## src/rtl/dvs_ravens_pkg.sv

```systemverilog
// dvs_ravens_pkg: shared widths, opcodes and spike packet helpers for the DVS-to-RAVENS path
package dvs_ravens_pkg;
  localparam int TIMESTAMP_US_BITS = 32;
  localparam int RAVENS_PKT_BITS = 32;
  localparam int NEURON_ID_BITS = 21;
  localparam logic [2:0] OP_SPIKE = 3'b000;
  localparam logic [2:0] OP_RUN = 3'b001;
  localparam logic [2:0] OP_START = 3'b010;
  typedef struct packed {
    logic [2:0] op;
    logic [NEURON_ID_BITS-1:0] neuron_id;
    logic [7:0] charge;
  } spike_pkt_t;
  typedef enum logic [2:0] {S_EMPTY, S_LOAD, S_READY, S_OFFER, S_JUDGE, S_HOLD} out_state_e;
  function automatic spike_pkt_t make_spike_pkt(input logic [NEURON_ID_BITS-1:0] neuron_id,
                                                input logic [7:0] charge);
    make_spike_pkt = '{op: OP_SPIKE, neuron_id: neuron_id, charge: charge};
  endfunction
endpackage

```

## src/rtl/dvs_spike_fifo.sv

```systemverilog
// dvs_spike_fifo: synchronous FIFO with registered read; pop data appears on rdata_o the cycle after pop_i
module dvs_spike_fifo #(
  parameter int W = 64,
  parameter int DEPTH = 16
) (
  input  logic         clk,
  input  logic         rst,
  input  logic         push_i,
  input  logic         pop_i,
  input  logic [W-1:0] wdata_i,
  output logic [W-1:0] rdata_o,
  output logic         full_o,
  output logic         empty_o
);
  localparam int AW = $clog2(DEPTH);
  logic [W-1:0] mem_q [DEPTH];
  logic [W-1:0] rdata_q;
  logic [AW:0] wr_q, rd_q;
  logic do_push, do_pop;
  assign empty_o = wr_q == rd_q;
  assign full_o = (wr_q[AW] != rd_q[AW]) && (wr_q[AW-1:0] == rd_q[AW-1:0]);
  assign do_pop = pop_i && !empty_o;
  // a pop frees the head slot in the same edge, so a full FIFO can still take a write
  assign do_push = push_i && (!full_o || do_pop);
  assign rdata_o = rdata_q;
  always_ff @(posedge clk)
    if (do_push) mem_q[wr_q[AW-1:0]] <= wdata_i;
  always_ff @(posedge clk) begin
    if (rst) begin
      wr_q <= '0;
      rd_q <= '0;
      rdata_q <= '0;
    end else begin
      if (do_push) wr_q <= wr_q + 1'b1;
      if (do_pop) begin
        rdata_q <= mem_q[rd_q[AW-1:0]];
        rd_q <= rd_q + 1'b1;
      end
    end
  end
endmodule

```

## src/rtl/dvs_ravens_spike_queue.sv

```systemverilog
// dvs_ravens_spike_queue: maps DVS events to RAVENS spike packets, queues them and offers them to the transmitter
module dvs_ravens_spike_queue
  import dvs_ravens_pkg::*;
#(
  parameter int DEPTH = 16,
  parameter int CLKS_PER_US = 50,
  parameter int SENSOR_W = 128,
  parameter int DS_SHIFT = 2,
  parameter logic [7:0] SPIKE_CHARGE = 8'h01
) (
  input  logic                          clk,
  input  logic                          rst,
  input  logic                          evt_valid,
  output logic                          evt_ready,
  input  logic [$clog2(SENSOR_W)-1:0]   evt_x,
  input  logic [$clog2(SENSOR_W)-1:0]   evt_y,
  input  logic                          evt_polarity,
  input  logic [TIMESTAMP_US_BITS-1:0]  evt_timestamp_us,
  output logic [TIMESTAMP_US_BITS-1:0]  time_us,
  output logic                          new_spike,
  output logic [TIMESTAMP_US_BITS-1:0]  ravens_spike_timestamp_us,
  output logic [RAVENS_PKT_BITS-1:0]    ravens_spike,
  input  logic                          rdy_for_next_spike,
  input  logic                          sent_spike,
  output logic [15:0]                   spikes_dropped
);
  localparam int PW = CLKS_PER_US > 1 ? $clog2(CLKS_PER_US) : 1;
  localparam int NW = NEURON_ID_BITS;
  localparam int EW = TIMESTAMP_US_BITS + RAVENS_PKT_BITS;
  logic [PW-1:0] presc_q;
  logic [TIMESTAMP_US_BITS-1:0] time_q;
  logic [15:0] drop_q;
  logic [NW-1:0] row, col, nid;
  logic [EW-1:0] rdata;
  logic wrap, push, pop, advance, drop, fifo_full, fifo_empty;
  out_state_e state_q, state_d;
  assign wrap = presc_q == PW'(CLKS_PER_US - 1);
  assign row = NW'(evt_y >> DS_SHIFT);
  assign col = NW'(evt_x >> DS_SHIFT);
  assign nid = ((row * NW'(SENSOR_W >> DS_SHIFT) + col) << 1) | NW'(evt_polarity);
  assign evt_ready = !fifo_full;
  assign push = evt_valid && evt_ready;
  // the spike in the holding register is released on a reject or a send; EMPTY always looks for work
  assign advance = state_q == S_EMPTY || (state_q == S_JUDGE && rdy_for_next_spike) ||
                   (state_q == S_HOLD && sent_spike);
  assign pop = advance && !fifo_empty;
  assign drop = state_q == S_JUDGE && rdy_for_next_spike;
  dvs_spike_fifo #(.W(EW), .DEPTH(DEPTH)) u_fifo (
    .clk(clk),
    .rst(rst),
    .push_i(push),
    .pop_i(pop),
    .wdata_i({evt_timestamp_us, make_spike_pkt(nid, SPIKE_CHARGE)}),
    .rdata_o(rdata),
    .full_o(fifo_full),
    .empty_o(fifo_empty)
  );
  always_comb begin
    state_d = state_q;
    if (advance) state_d = fifo_empty ? S_EMPTY : S_LOAD;
    else
      case (state_q)
        S_LOAD:  state_d = S_READY;
        S_READY: state_d = rdy_for_next_spike ? S_OFFER : S_READY;
        S_OFFER: state_d = S_JUDGE;
        S_JUDGE: state_d = S_HOLD;
        S_HOLD:  state_d = rdy_for_next_spike ? S_OFFER : S_HOLD;
        default: state_d = S_EMPTY;
      endcase
  end
  always_ff @(posedge clk) begin
    if (rst) begin
      state_q <= S_EMPTY;
      presc_q <= '0;
      time_q <= '0;
      drop_q <= '0;
    end else begin
      state_q <= state_d;
      presc_q <= wrap ? '0 : presc_q + 1'b1;
      time_q <= time_q + TIMESTAMP_US_BITS'(wrap);
      drop_q <= drop_q + 16'(drop && drop_q != 16'hFFFF);
    end
  end
  assign time_us = time_q;
  assign new_spike = state_q == S_OFFER;
  assign ravens_spike = rdata[RAVENS_PKT_BITS-1:0];
  assign ravens_spike_timestamp_us = rdata[EW-1:RAVENS_PKT_BITS];
  assign spikes_dropped = drop_q;
endmodule

```

## config.mk

```make
export PLATFORM = sky130hd
export DESIGN_NAME = dvs_ravens_spike_queue
export DESIGN_NICKNAME = d
export VERILOG_FILES = /design/src/rtl/dvs_ravens_pkg.sv /design/src/rtl/dvs_spike_fifo.sv /design/src/rtl/dvs_ravens_spike_queue.sv
export SDC_FILE = /design/constraint.sdc
export NUM_CORES = 1
export LEC_CHECK = 0
export CELL_PAD_IN_SITES_DETAIL_PLACEMENT = 1
export CELL_PAD_IN_SITES_GLOBAL_PLACEMENT = 2
export CORE_UTILIZATION = 46
export DETAILED_ROUTE_END_ITERATION = 8
export GPL_ROUTABILITY_DRIVEN = 0
export HOLD_SLACK_MARGIN = 0.15
export PLACE_DENSITY = 0.89
export RECOVER_POWER = 50
export SYNTH_ARGS = -nofsm -noshare
export SYNTH_HDL_FRONTEND = slang
export SYNTH_SLANG_ARGS = --single-unit
```

## constraint.sdc

```tcl
create_clock -name clk -period 5.8 [get_ports clk]
set_input_delay 1.16 -clock clk [delete_from_list [all_inputs] [get_ports clk]]
set_output_delay 1.16 -clock clk [all_outputs]
set_load 0.01 [all_outputs]
```

==> summary.md, run 1 <==
| Metric | Value |
|---|---|
| Final Hold Fails | `0` |
| Max-cap violations | `3` |
| Slowest-stage cell, CP | `nor4_1` |
| Num CTS Buffers | `about 80` |
| Simple-gate share of the synthesized area | `3.805%` |
| Worst reg2reg path startpoint | `u_fifo.rd_q[1]` |
| Reg2Reg Depth | `6` |
| Reg2Reg Setup Slack | `around 1.2 ns` |
| Initial Utilization | `46.83%` |
| Hold path endpoint | `presc_q[0]` |
| Core Area | `approximately 65000 sq um` |
| Post-CTS Resized | `0` |
| Pre-CTS setup slack | `around 1.8 ns` |
| Layout cells sized above 1 | `19.15%` |
| Yosys reg bits | `799` |
| Fin. max-slew vios | `roughly 140` |
| DR WL/cell | `between 20 and 30 um` |
| R2r endpoint | `u_fifo.wr_q[4]` |
| Async SR Flop Fraction | `0%` |
| RSZ-0062 raised after global routing | `no` |
| Total gr overflow | `0` |
| Detail Route Antenna Nets | `0` |
| Synthesized area per cell | `19.59 sq um` |
| Clock root buffer | `clkbuf_16` |
| Crit Path Max Fanout | `55` |
| DRT Wirelength | `74.65 mm` |
| Max VDD drop | `0.0003172 V` |
| Clock skew | `0.05997 ns` |
| Failing checks | `capacitance limit, slew limit` |
| Synth top area cells | `edfxtp_1 68%, mux4_2 13%, dfxtp_1 7.3%` |
| Outcome | `finished, violations left` |
| Cells after Synth | `between 1500 and 2000` |
| Slowest cell delay on critical path | `about 1.2 ns` |
| Post-synthesis sequential area ratio | `75.39%` |
| Filler cells | `roughly 5700` |
| Hold path start | `presc_q[0]` |
| Gr usage total | `22.50%` |
| Mux contribution to synthesized area | `roughly 13%` |
| Chip Width | `~260 um` |
| Max Clk Rate | `around 0.21 GHz` |
| Tmin final | `between 4 and 5 ns` |
| Rel. slew slack | `-116.4%` |
| Compound-Gate Fraction of Synth Area | `about 4.0%` |
| Hold buffer count at cts | `0` |
| Hold Worst Slack | `approximately 0.46 ns` |
| Final period utilization | `roughly 83%` |
| Min-Delay Path Depth | `1` |
| Primary FF master, synth | `edfxtp_1` |
| Largest net degree at the start of global routing | `107` |
| # rows | `between 90 and 100` |
| Critical Path Stages | `4` |
| LEAKAGE | `11.18 nW` |
| I/O pin count | `about 170` |
| Ys Warns | `0` |
| P&R area growth vs syn | `16.06%` |
| Number of I/O port buffers | `between 100 and 150` |
| WP data required | `approximately 4.6 ns` |
| Total Power | `roughly 14 mW` |
| Cell Chain, Critical Path | `xor2_1, nor4_1, nand2_1, clkdlybuf4s50_1` |
| Count of cell types in the netlist | `48` |
| Total Neg Setup Slack | `0 ns` |
| Vias per cell | `5.984` |
| Critical Path AT | `approximately 3.6 ns` |
| Final worst slack | `roughly 1.0 ns` |
| Area share of the largest cell type after synthesis | `approximately two thirds` |
| Startpoint types | `flop` |
| Clock Latency Late Sink | `0.64 ns` |
| Clk sinks | `about 800` |
| Initial DRC Count | `around 1600` |
| Antenna violations before repair | `11` |
| Worst Tran Pin Value | `3.246 ns` |
| Critical path class | `reg -> out` |
| Vias in the first global route | `16800` |
| Setup Fix Bufs, Post-CTS | `0` |
| Sum of buffers and inverters on the critical path | `1` |
| DP Wirelength | `~38 mm` |
| Final nets | `roughly 1800` |
| Synthesized area | `around 30000 sq um` |
| Worst Setup End Kind | `primary output` |
| Final setup vio count | `0` |
| Die H | `around 260 um` |
| Pwr dens | `slightly above 400 nW/um^2` |
| Crit path max-delay family | `simple AND/OR/NAND/NOR gates` |
| First-pass DRT Iterations | `6` |
| H-tree Lvls | `3` |
| Synth Area in Adders | `0.4947%` |
| Largest family of logic cells by synthesized area | `multiplexers` |
| Clock buffer depth | `3` |
| Post-synth EDFFs | `between 600 and 700` |
| Via count | `about 16000` |
| XOR/XNOR Fraction of Synth Area | `under 10%` |
| CTS tree | `done` |
| Min-Delay Path Class | `reg -> reg` |
| Die area | `67010 sq um` |
| Post-synth top area cell | `edfxtp_1` |
| Clock Pin Slew Worst Setup and Hold Paths | `roughly 0.060 ns` |
| Global-route wire length before repair | `~110 mm` |
| DRC viols | `0` |
[cells in the mapped netlist, types with 2 or more instances]
master,number
a21oi_1,14
a22o_1,42
a22oi_1,84
and2_1,6
and3_1,17
and4_1,6
buf_1,6
buf_2,28
buf_4,21
buf_6,4
clkbuf_1,44
dfxtp_1,111
edfxtp_1,688
ha_1,12
inv_1,10
mux2_2,2
mux2i_1,3
mux4_2,172
nand2_1,61
nand3_1,27
nand4_1,15
nor2_1,66
nor2b_1,13
nor3_1,8
o21ai_0,10
or3_1,9
xnor2_1,18
xor2_1,32
[metal layers]
| layer | up-vias | share of wire [%] | global-route usage (%) |
|---|---|---|---|
| met5 | - | 0.13 | 0 |
| met4 | 16 | 3.0 | 7.659 |
| met3 | 178 | 7.8 | 5.262 |
| met2 | 737 | 50 | 37.45 |
| met1 | 8223 | 39 | 29.11 |
| li1 | 6565 | - | - |
[state kept, by name, indices dropped and copies added (netlist names)]
name	cells
u_fifo.rd_q	5
u_fifo.rdata_o	44
time_us	32
presc_q	6
u_fifo.mem_q	688
spikes_dropped	16
state_q	3
u_fifo.wr_q	5
[power by group]
part / total (mW) / switching, mW / internal [mW] / leakage [nW]
sequential: 6.67 / 0.214 / 6.46 / 7.12
combinational: 2.42 / 1.19 / 1.23 / 2.80
clock: 5.15 / 2.25 / 2.90 / 1.26
[how the worst max path moves through the flow]
stage | start | end | slack [ns]
finish | u_fifo.rd_q[1] | evt_ready | 1.01
global route | u_fifo.rd_q[1] | u_fifo.wr_q[4] | 0.70
CTS | u_fifo.rd_q[1] | evt_ready | 1.48
detailed placement | rdy_for_next_spike | u_fifo.rdata_o[62] | 1.82
global placement | rdy_for_next_spike | u_fifo.rdata_o[62] | 1.91
floorplan | evt_valid | u_fifo.mem_q[3][0] | 0.79
[logic make-up (layout without fill, tap and decap cells)]
logic type / after synthesis / count (layout)
flip-flops: 799 / 799
AND/OR/NAND/NOR: 236 / 236
multiplexers: 177 / 177
AO/OA/AOI/OAI: 160 / 160
buffers and inverters: 114 / 316
XOR/XNOR: 50 / 50
adder cells (fa/ha/maj): 12 / 12
other: 1 / 22
[stage by stage]
| stage | instances | utilization (%) | cell area, sq um |
|---|---|---|---|
| after floorplan | 1568 | - | 30420 |
| after global placement | 2477 | 50.35 | 32640 |
| after detailed placement | 2477 | 50.35 | 32640 |
| after CTS | 2625 | 54.40 | 35260 |
| after global routing | 2626 | 54.35 | 35230 |
| final | 2627 | 54.35 | 35230 |
[worst register-to-register path, stage by stage, from the launching register on]
cell	delay (ns)
dfxtp_4	0.91
xor2_1	0.16
nor4_1	1.19
a21oi_1	1.39
buf_12	0.58
xnor2_1	0.19
nor2_1	0.07
[layout by cell type (no fill, tap or decap), drive strengths merged, types with 15 or more instances in the layout]
master | synthesis | final
clkdlybuf4s50 | 0 | 63
a22o | 42 | 42
a22oi | 84 | 84
nand3 | 27 | 27
nand4 | 15 | 15
dfxtp | 111 | 111
xnor2 | 18 | 18
buf | 59 | 15
conb | 1 | 20
clkinv | 0 | 23
nor2 | 67 | 67
mux4 | 172 | 172
edfxtp | 688 | 688
xor2 | 32 | 32
clkbuf | 45 | 113
and3 | 17 | 17
nand2 | 61 | 61
dlygate4sd3 | 0 | 77
[area by class of cell]
| cell class | instances | area, sq um | area share [%] |
|---|---|---|---|
| well taps | 855 | 1070 | 3.037 |
| clock buffers | 110 | 2216 | 6.290 |
| diodes | 2 | 5.005 | 0.01421 |
| repair buffers | 158 | 1551 | 4.404 |
| multi-input cells | 655 | 7053 | 20.02 |
| flip-flops and latches | 799 | 22890 | 64.98 |
| clock inverters | 38 | 405.4 | 1.151 |
| inverters | 10 | 37.54 | 0.1066 |
No activity file was read; power rests on OpenSTA's default activity.
==> run 2: changes to the inputs <==
==> constraint.sdc (replaced) <==
create_clock -name clk -period 4.56 [get_ports clk]
set_input_delay 0.912 -clock clk [delete_from_list [all_inputs] [get_ports clk]]
set_output_delay 0.912 -clock clk [all_outputs]
set_load 0.01 [all_outputs]
==> summary.md, run 2 (synthesis gave the netlist of run 1 again) <==
| Metric | Value |
|---|---|
| Vias in the first global route | `16610 (-1.2%)` |
| WP data required | `4.80 ns (+0.16 ns)` |
| DRC viols | `0 (unchanged)` |
| Core Area | `64810 sq um (unchanged)` |
| First-pass DRT Iterations | `5 (-1)` |
| Fin. max-slew vios | `252 (+79%)` |
| Post-CTS Resized | `0 (unchanged)` |
| Clock Pin Slew Worst Setup and Hold Paths | `0.06 ns (about the same)` |
| Clock root buffer | `clkbuf_16` |
| Clock skew | `0.03493 ns (-0.02504 ns)` |
| DR WL/cell | `27.51 um (-3.2%)` |
| Total Neg Setup Slack | `0 ns (unchanged)` |
| Detail Route Antenna Nets | `0 (unchanged)` |
| Number of I/O port buffers | `141 (unchanged)` |
| Critical Path AT | `4.24 ns (+0.61 ns)` |
| Clk sinks | `799 (unchanged)` |
| Critical path class | `reg -> reg` |
| Final period utilization | `between 80% and 90%` |
| Met3 Use GR | `3.736% (-1.5 points)` |
| Via count | `15660 (-0.39%)` |
| Largest net degree at the start of global routing | `176 (+64%)` |
| # rows | `93 (unchanged)` |
| Outcome | `finished, violations left` |
| Commonest non-fill, non-tap cells in the layout | `688 x edfxtp_1, 172 x mux4_2, 109 x dfxtp_1, 84 x a22oi_1, 83 x clkbuf_16` |
| Max VDD drop | `0.0004821 V (+52%)` |
| Hold buffer count at cts | `0 (unchanged)` |
| Grt peak-use layer | `met2` |
| P&R area growth vs syn | `17.33%` |
| M2 GR Usage | `37.69% (+0.24 points)` |
| Final setup vio count | `0 (unchanged)` |
| Gr usage total | `21.98% (-0.52 points)` |
| Die area | `67010 sq um (unchanged)` |
| CTS tree | `done` |
| Global-route wire length before repair | `107.6 mm (-2.4%)` |
| Antenna violations before repair | `10 (-1)` |
| Grt met1 use | `28.63% (-0.48 points)` |
| Placed cell areas | `32900 sq um (+0.81%)` |
| Initial DRC Count | `1430 (-9.6%)` |
| Total Power | `18.47 mW (+30%)` |
| Final instance area | `35610 sq um (+1.1%)` |
| Pwr dens | `518.7 nW/um^2 (+28%)` |
| Max Clk Rate | `between 0.2 and 0.3 GHz` |
| Clock Latency Late Sink | `0.66 ns (+0.02 ns)` |
| I/O pin count | `166 (unchanged)` |
| DP Wirelength | `40.88 mm (+7.2%)` |
| Largest register FFs | `688 (unchanged)` |
| Min-Delay Path Class | `reg -> reg` |
| Crit Path Max Fanout | `34 (-38%)` |
| Final nets | `1789 (+1.2%)` |
| Layout cells sized above 1 | `20.46% (+1.3 points)` |
| Rel. slew slack | `-93.08% (+23 points)` |
| Clock buffer depth | `3 (unchanged)` |
| Total gr overflow | `0 (unchanged)` |
| LEAKAGE | `11.35 nW (+1.6%)` |
| Vias per cell | `5.904 (-1.3%)` |
| Failing checks | `capacitance limit, slew limit` |
| Setup Fix Bufs, Post-CTS | `0 (unchanged)` |
| Final Hold Fails | `0 (unchanged)` |
| Num CTS Buffers | `83 (+5.1%)` |
| Die H | `258.9 um (unchanged)` |
| H-tree Lvls | `3 (unchanged)` |
| Tmin final | `around 4 ns` |
| Worst Tran Pin Value | `2.896 ns (-0.3497 ns)` |
| DRT Wirelength | `72.96 mm (-2.3%)` |
| RSZ-0062 raised after global routing | `no` |
| Chip Width | `258.9 um (unchanged)` |
| Most common cell after layout, fill and taps aside | `edfxtp_1` |
| Filler cells | `5668 (-0.96%)` |
| Startpoint types | `flop` |
| Worst Setup End Kind | `flop` |
| Initial Utilization | `46.83% (unchanged)` |
| Max-cap violations | `3 (unchanged)` |
## run 2: cell types whose count changed in the layout (fill, tap and decap cells not counted), moves of 6 or more
cell | before | now
clkbuf_1 | 23 | 17
and3_4 | 11 | 0
dlygate4sd3_1 | 77 | 59
clkdlybuf4s50_1 | 63 | 81
buf_12 | 2 | 13
buf_4 | 13 | 19
and3_2 | 3 | 14
## run 2: routing by layer
metal  routed length (um)  vias to the layer above  share of wire [%]
li1                     -                     6627                  -
met1                29090                     8289                 40
met2                37370                      599                 51
met3                 4617                      135                6.3
met4                 1834                        8                2.5
met5                   55                        -              0.075
## run 2: area by class of cell
class                      count  area (sq um)  share of cell area, %
antenna                        3         7.507                0.02108
clock buffer                 103          2202                  6.184
clock inverter                51         548.0                  1.539
inverter                      10         37.54                 0.1054
multi-input combinational    655          7033                  19.75
sequential                   799         22890                  64.28
tap                          855          1070                  3.004
timing repair buffer         176          1824                  5.123
## run 2: per-stage QoR
stage	worst slack, ns	hold WS, ns	util [%]	std cells
4_1_cts	0.8886	0.4728	55.00	2649
3_5_place_dp	1.096	0.4578	50.76	2495
2_1_floorplan	0.9357	0.4334	-	1568
5_1_grt	0.4436	0.4917	54.94	2651
3_3_place_gp	1.203	0.4442	50.76	2495
6_report	0.5622	0.4648	54.94	2652
## run 2: worst paths after layout
path | start | endpoint | slack [ns] | cells past startpoint
max | u_fifo.rd_q[2] | u_fifo.mem_q[15][28] | 0.56 | 4
min | presc_q[0] | presc_q[0] | 0.46 | 1
max reg2reg | u_fifo.rd_q[2] | u_fifo.mem_q[15][28] | 0.56 | 4
min reg2reg | presc_q[0] | presc_q[0] | 0.46 | 1
## run 2: critical path: stages, from the launching register on
cell      delay [ns]
dfxtp_1         0.68
xor2_1          0.28
nor4_4          0.10
a21oi_1         1.29
clkbuf_2        1.22
## run 2: power breakdown
group | internal, mW | switching, mW
Combinational | 1.71 | 1.59
Sequential | 8.21 | 0.166
Clock | 3.93 | 2.87
==> run 3: changes to the inputs <==
--- a/config.mk
+++ b/config.mk
@@ -7,6 +7,7 @@
 export LEC_CHECK = 0
 export CELL_PAD_IN_SITES_DETAIL_PLACEMENT = 1
 export CELL_PAD_IN_SITES_GLOBAL_PLACEMENT = 2
+export CORE_ASPECT_RATIO = 0.75
 export CORE_UTILIZATION = 46
 export DETAILED_ROUTE_END_ITERATION = 8
 export GPL_ROUTABILITY_DRIVEN = 0
==> summary.md, run 3 (synthesis gave the netlist of run 1 again) <==
| Metric | Value |
|---|---|
| Outcome | `finished, violations left` |
| Failing checks | `capacitance limit, slew limit` |
| WP data required | `4.85 ns (+0.05 ns)` |
| Core Area | `65170 sq um (+0.54%)` |
| Final setup vio count | `0 (unchanged)` |
| Net Switching | `4.451 mW (-3.7%)` |
| Clock buffer depth | `3 (unchanged)` |
| Hold buffer count at cts | `0 (unchanged)` |
| Max VDD drop | `0.0003732 V (-23%)` |
| Final nets | `1779 (-0.56%)` |
| Layout Utilization | `54.23% (-0.72 points)` |
| Clock skew | `0.02336 ns (-0.01157 ns)` |
| Rel. slew slack | `-99.51% (-6.4 points)` |
| Reg2Reg Depth | `4 (unchanged)` |
| Worst Setup End Kind | `flop` |
| Final period utilization | `87.33% (-0.34 points)` |
| I/O pin count | `166 (unchanged)` |
| Reg2Reg Setup Slack | `0.58 ns (+0.02 ns)` |
| Vias in the first global route | `16690 (+0.49%)` |
| LEAKAGE | `11.28 nW (-0.66%)` |
| Post-CTS Resized | `0 (unchanged)` |
| DP Wirelength | `40.12 mm (-1.9%)` |
| Critical path class | `reg -> reg` |
| Total Neg Setup Slack | `0 ns (unchanged)` |
| Pwr dens | `506.8 nW/um^2 (-2.3%)` |
| Vias per cell | `5.814 (-1.5%)` |
| Critical Path AT | `4.27 ns (+0.03 ns)` |
| RSZ-0062 raised after global routing | `no` |
| Clock Latency Late Sink | `0.63 ns (-0.03 ns)` |
| Final Hold Fails | `0 (unchanged)` |
| Gr usage total | `21.64% (-0.34 points)` |
| Worst Tran Pin Value | `2.993 ns (+0.09638 ns)` |
| Largest register FFs | `688 (unchanged)` |
| Via count | `15410 (-1.6%)` |
| Critical Path Sink | `u_fifo.mem_q[15][2]` |
| Worst reg2reg path startpoint | `u_fifo.rd_q[2]` |
| Total gr overflow | `0 (unchanged)` |
| CTS tree | `done` |
| Met1 wire length | `30.55 mm (+5.0%)` |
| Comb pwr share | `18.0% (about the same)` |
| Fin. max-slew vios | `238 (-5.6%)` |
| Met2 WL | `36.33 mm (-2.8%)` |
| Initial DRC Count | `1367 (-4.4%)` |
| Hold Worst Slack | `0.4741 ns (+0.009341 ns)` |
| Clock Pin Slew Worst Setup and Hold Paths | `0.06 ns (about the same)` |
| Global-route wire length before repair | `107.2 mm (-0.35%)` |
| DR WL/cell | `27.06 um (-1.6%)` |
| Met3 wire length | `3.652 mm (-21%)` |
| Crit Path Max Fanout | `27 (-21%)` |
| # rows | `81 (-13%)` |
| Chip Width | `298.6 um (+15%)` |
| R2r endpoint | `u_fifo.mem_q[15][2]` |
| Startpoint types | `flop` |
| Commonest non-fill, non-tap cells in the layout | `688 x edfxtp_1, 172 x mux4_2, 109 x dfxtp_1, 91 x dlygate4sd3_1, 84 x a22oi_1` |
| Largest net degree at the start of global routing | `176 (unchanged)` |
| Clk sinks | `799 (unchanged)` |
| Critical Path Start | `u_fifo.rd_q[2]` |
| Most common cell after layout, fill and taps aside | `edfxtp_1` |
| Total Power | `17.91 mW (-3.0%)` |
| DRC viols | `0 (unchanged)` |
| Clock root buffer | `clkbuf_16` |
| Top sig layer | `met5` |
| Die area | `67020 sq um (about the same)` |
| Clock share of power | `35.2% (-1.6 points)` |
| Min-Delay Path Class | `reg -> reg` |
| Sequential power share | `46.8% (+1.4 points)` |
| First-pass DRT Iterations | `5 (unchanged)` |
| Detail Route Antenna Nets | `0 (unchanged)` |
| Tmin final | `3.982 ns (-0.01569 ns)` |
| DRT Wirelength | `71.71 mm (-1.7%)` |
| Layout cells sized above 1 | `19.29% (-1.2 points)` |
| Filler cells | `5783 (+2.0%)` |
| Initial Utilization | `46.58% (-0.25 points)` |
| Num CTS Buffers | `77 (-7.2%)` |
| P&R area growth vs syn | `16.43%` |
| H-tree Lvls | `3 (unchanged)` |
| Antenna violations before repair | `5 (-5)` |
| Setup Fix Bufs, Post-CTS | `0 (unchanged)` |
| Max Clk Rate | `0.2511 GHz (+0.39%)` |
| Max-cap violations | `3 (unchanged)` |
| Internal power | `13.46 mW (-2.8%)` |
| Number of I/O port buffers | `141 (unchanged)` |
| Die H | `224.5 um (-13%)` |
| Sw Share | `24.85% (-0.18 points)` |
==> run 3: changes by cell type in the layout (fill, tap and decap cells not counted), moves of 5 or more <==
cell             before  now
clkdlybuf4s50_1      81   49
clkinv_2             16   11
clkbuf_1             17   23
buf_4                19   14
dlygate4sd3_1        59   91
==> run 3: worst min path at each step <==
stage	slack (ns)	endpoint	from	cells past startpoint
after CTS	0.48	presc_q[0]	presc_q[0]	1
after detailed placement	0.47	u_fifo.rdata_o[49]	u_fifo.rdata_o[49]	1
after floorplan	0.43	presc_q[0]	presc_q[0]	1
after global placement	0.44	presc_q[0]	presc_q[0]	1
after global routing	0.49	u_fifo.rdata_o[55]	u_fifo.rdata_o[55]	1
final	0.47	u_fifo.rdata_o[60]	u_fifo.rdata_o[60]	1
==> run 3: power groups by stage <==
| stage | clock network [mW] | registers (mW) | logic, mW |
|---|---|---|---|
| 3_5_place_dp | 0 | 8.54 | 3.23 |
| 2_1_floorplan | 0 | 8.56 | 2.12 |
| 5_1_grt | 6.65 | 8.41 | 3.47 |
| 3_3_place_gp | 0 | 8.52 | 3.13 |
| 6_report | 6.31 | 8.37 | 3.23 |
| 4_1_cts | 6.42 | 8.39 | 3.26 |
==> run 3: per-layer routing <==
metal | global-route usage, % | vias up
li1 | - | 6590
met1 | 29.03 | 8253
met2 | 37.11 | 469
met3 | 3.806 | 94
met4 | 4.830 | 2
met5 | 0 | -
==> run 3: through the flow <==
step | cell area (sq um) | setup slack (ns) | cells
2_1_floorplan | 30430 | 0.9357 | 1568
3_3_place_gp | 32900 | 1.095 | 2507
3_5_place_dp | 32900 | 0.9959 | 2507
4_1_cts | 35380 | 0.8620 | 2649
5_1_grt | 35340 | 0.3749 | 2649
6_report | 35340 | 0.5779 | 2650
==> run 3: layout make-up <==
| class | count | area, sq um | share of cell area (%) |
|---|---|---|---|
| flip-flops and latches | 799 | 22890 | 64.77 |
| well taps | 871 | 1090 | 3.084 |
| multi-input cells | 655 | 7020 | 19.87 |
| inverters | 10 | 37.54 | 0.1062 |
| diodes | 1 | 2.502 | 0.007081 |
| clock buffers | 105 | 2136 | 6.044 |
| clock inverters | 37 | 340.3 | 0.9631 |
| repair buffers | 172 | 1822 | 5.155 |
==> run 3: critical path: stages, from the launching register on <==
cell and delay, ns:
dfxtp_1 0.69, xor2_1 0.29, nor4_4 0.10, a21oi_1 2.23, buf_12 0.32
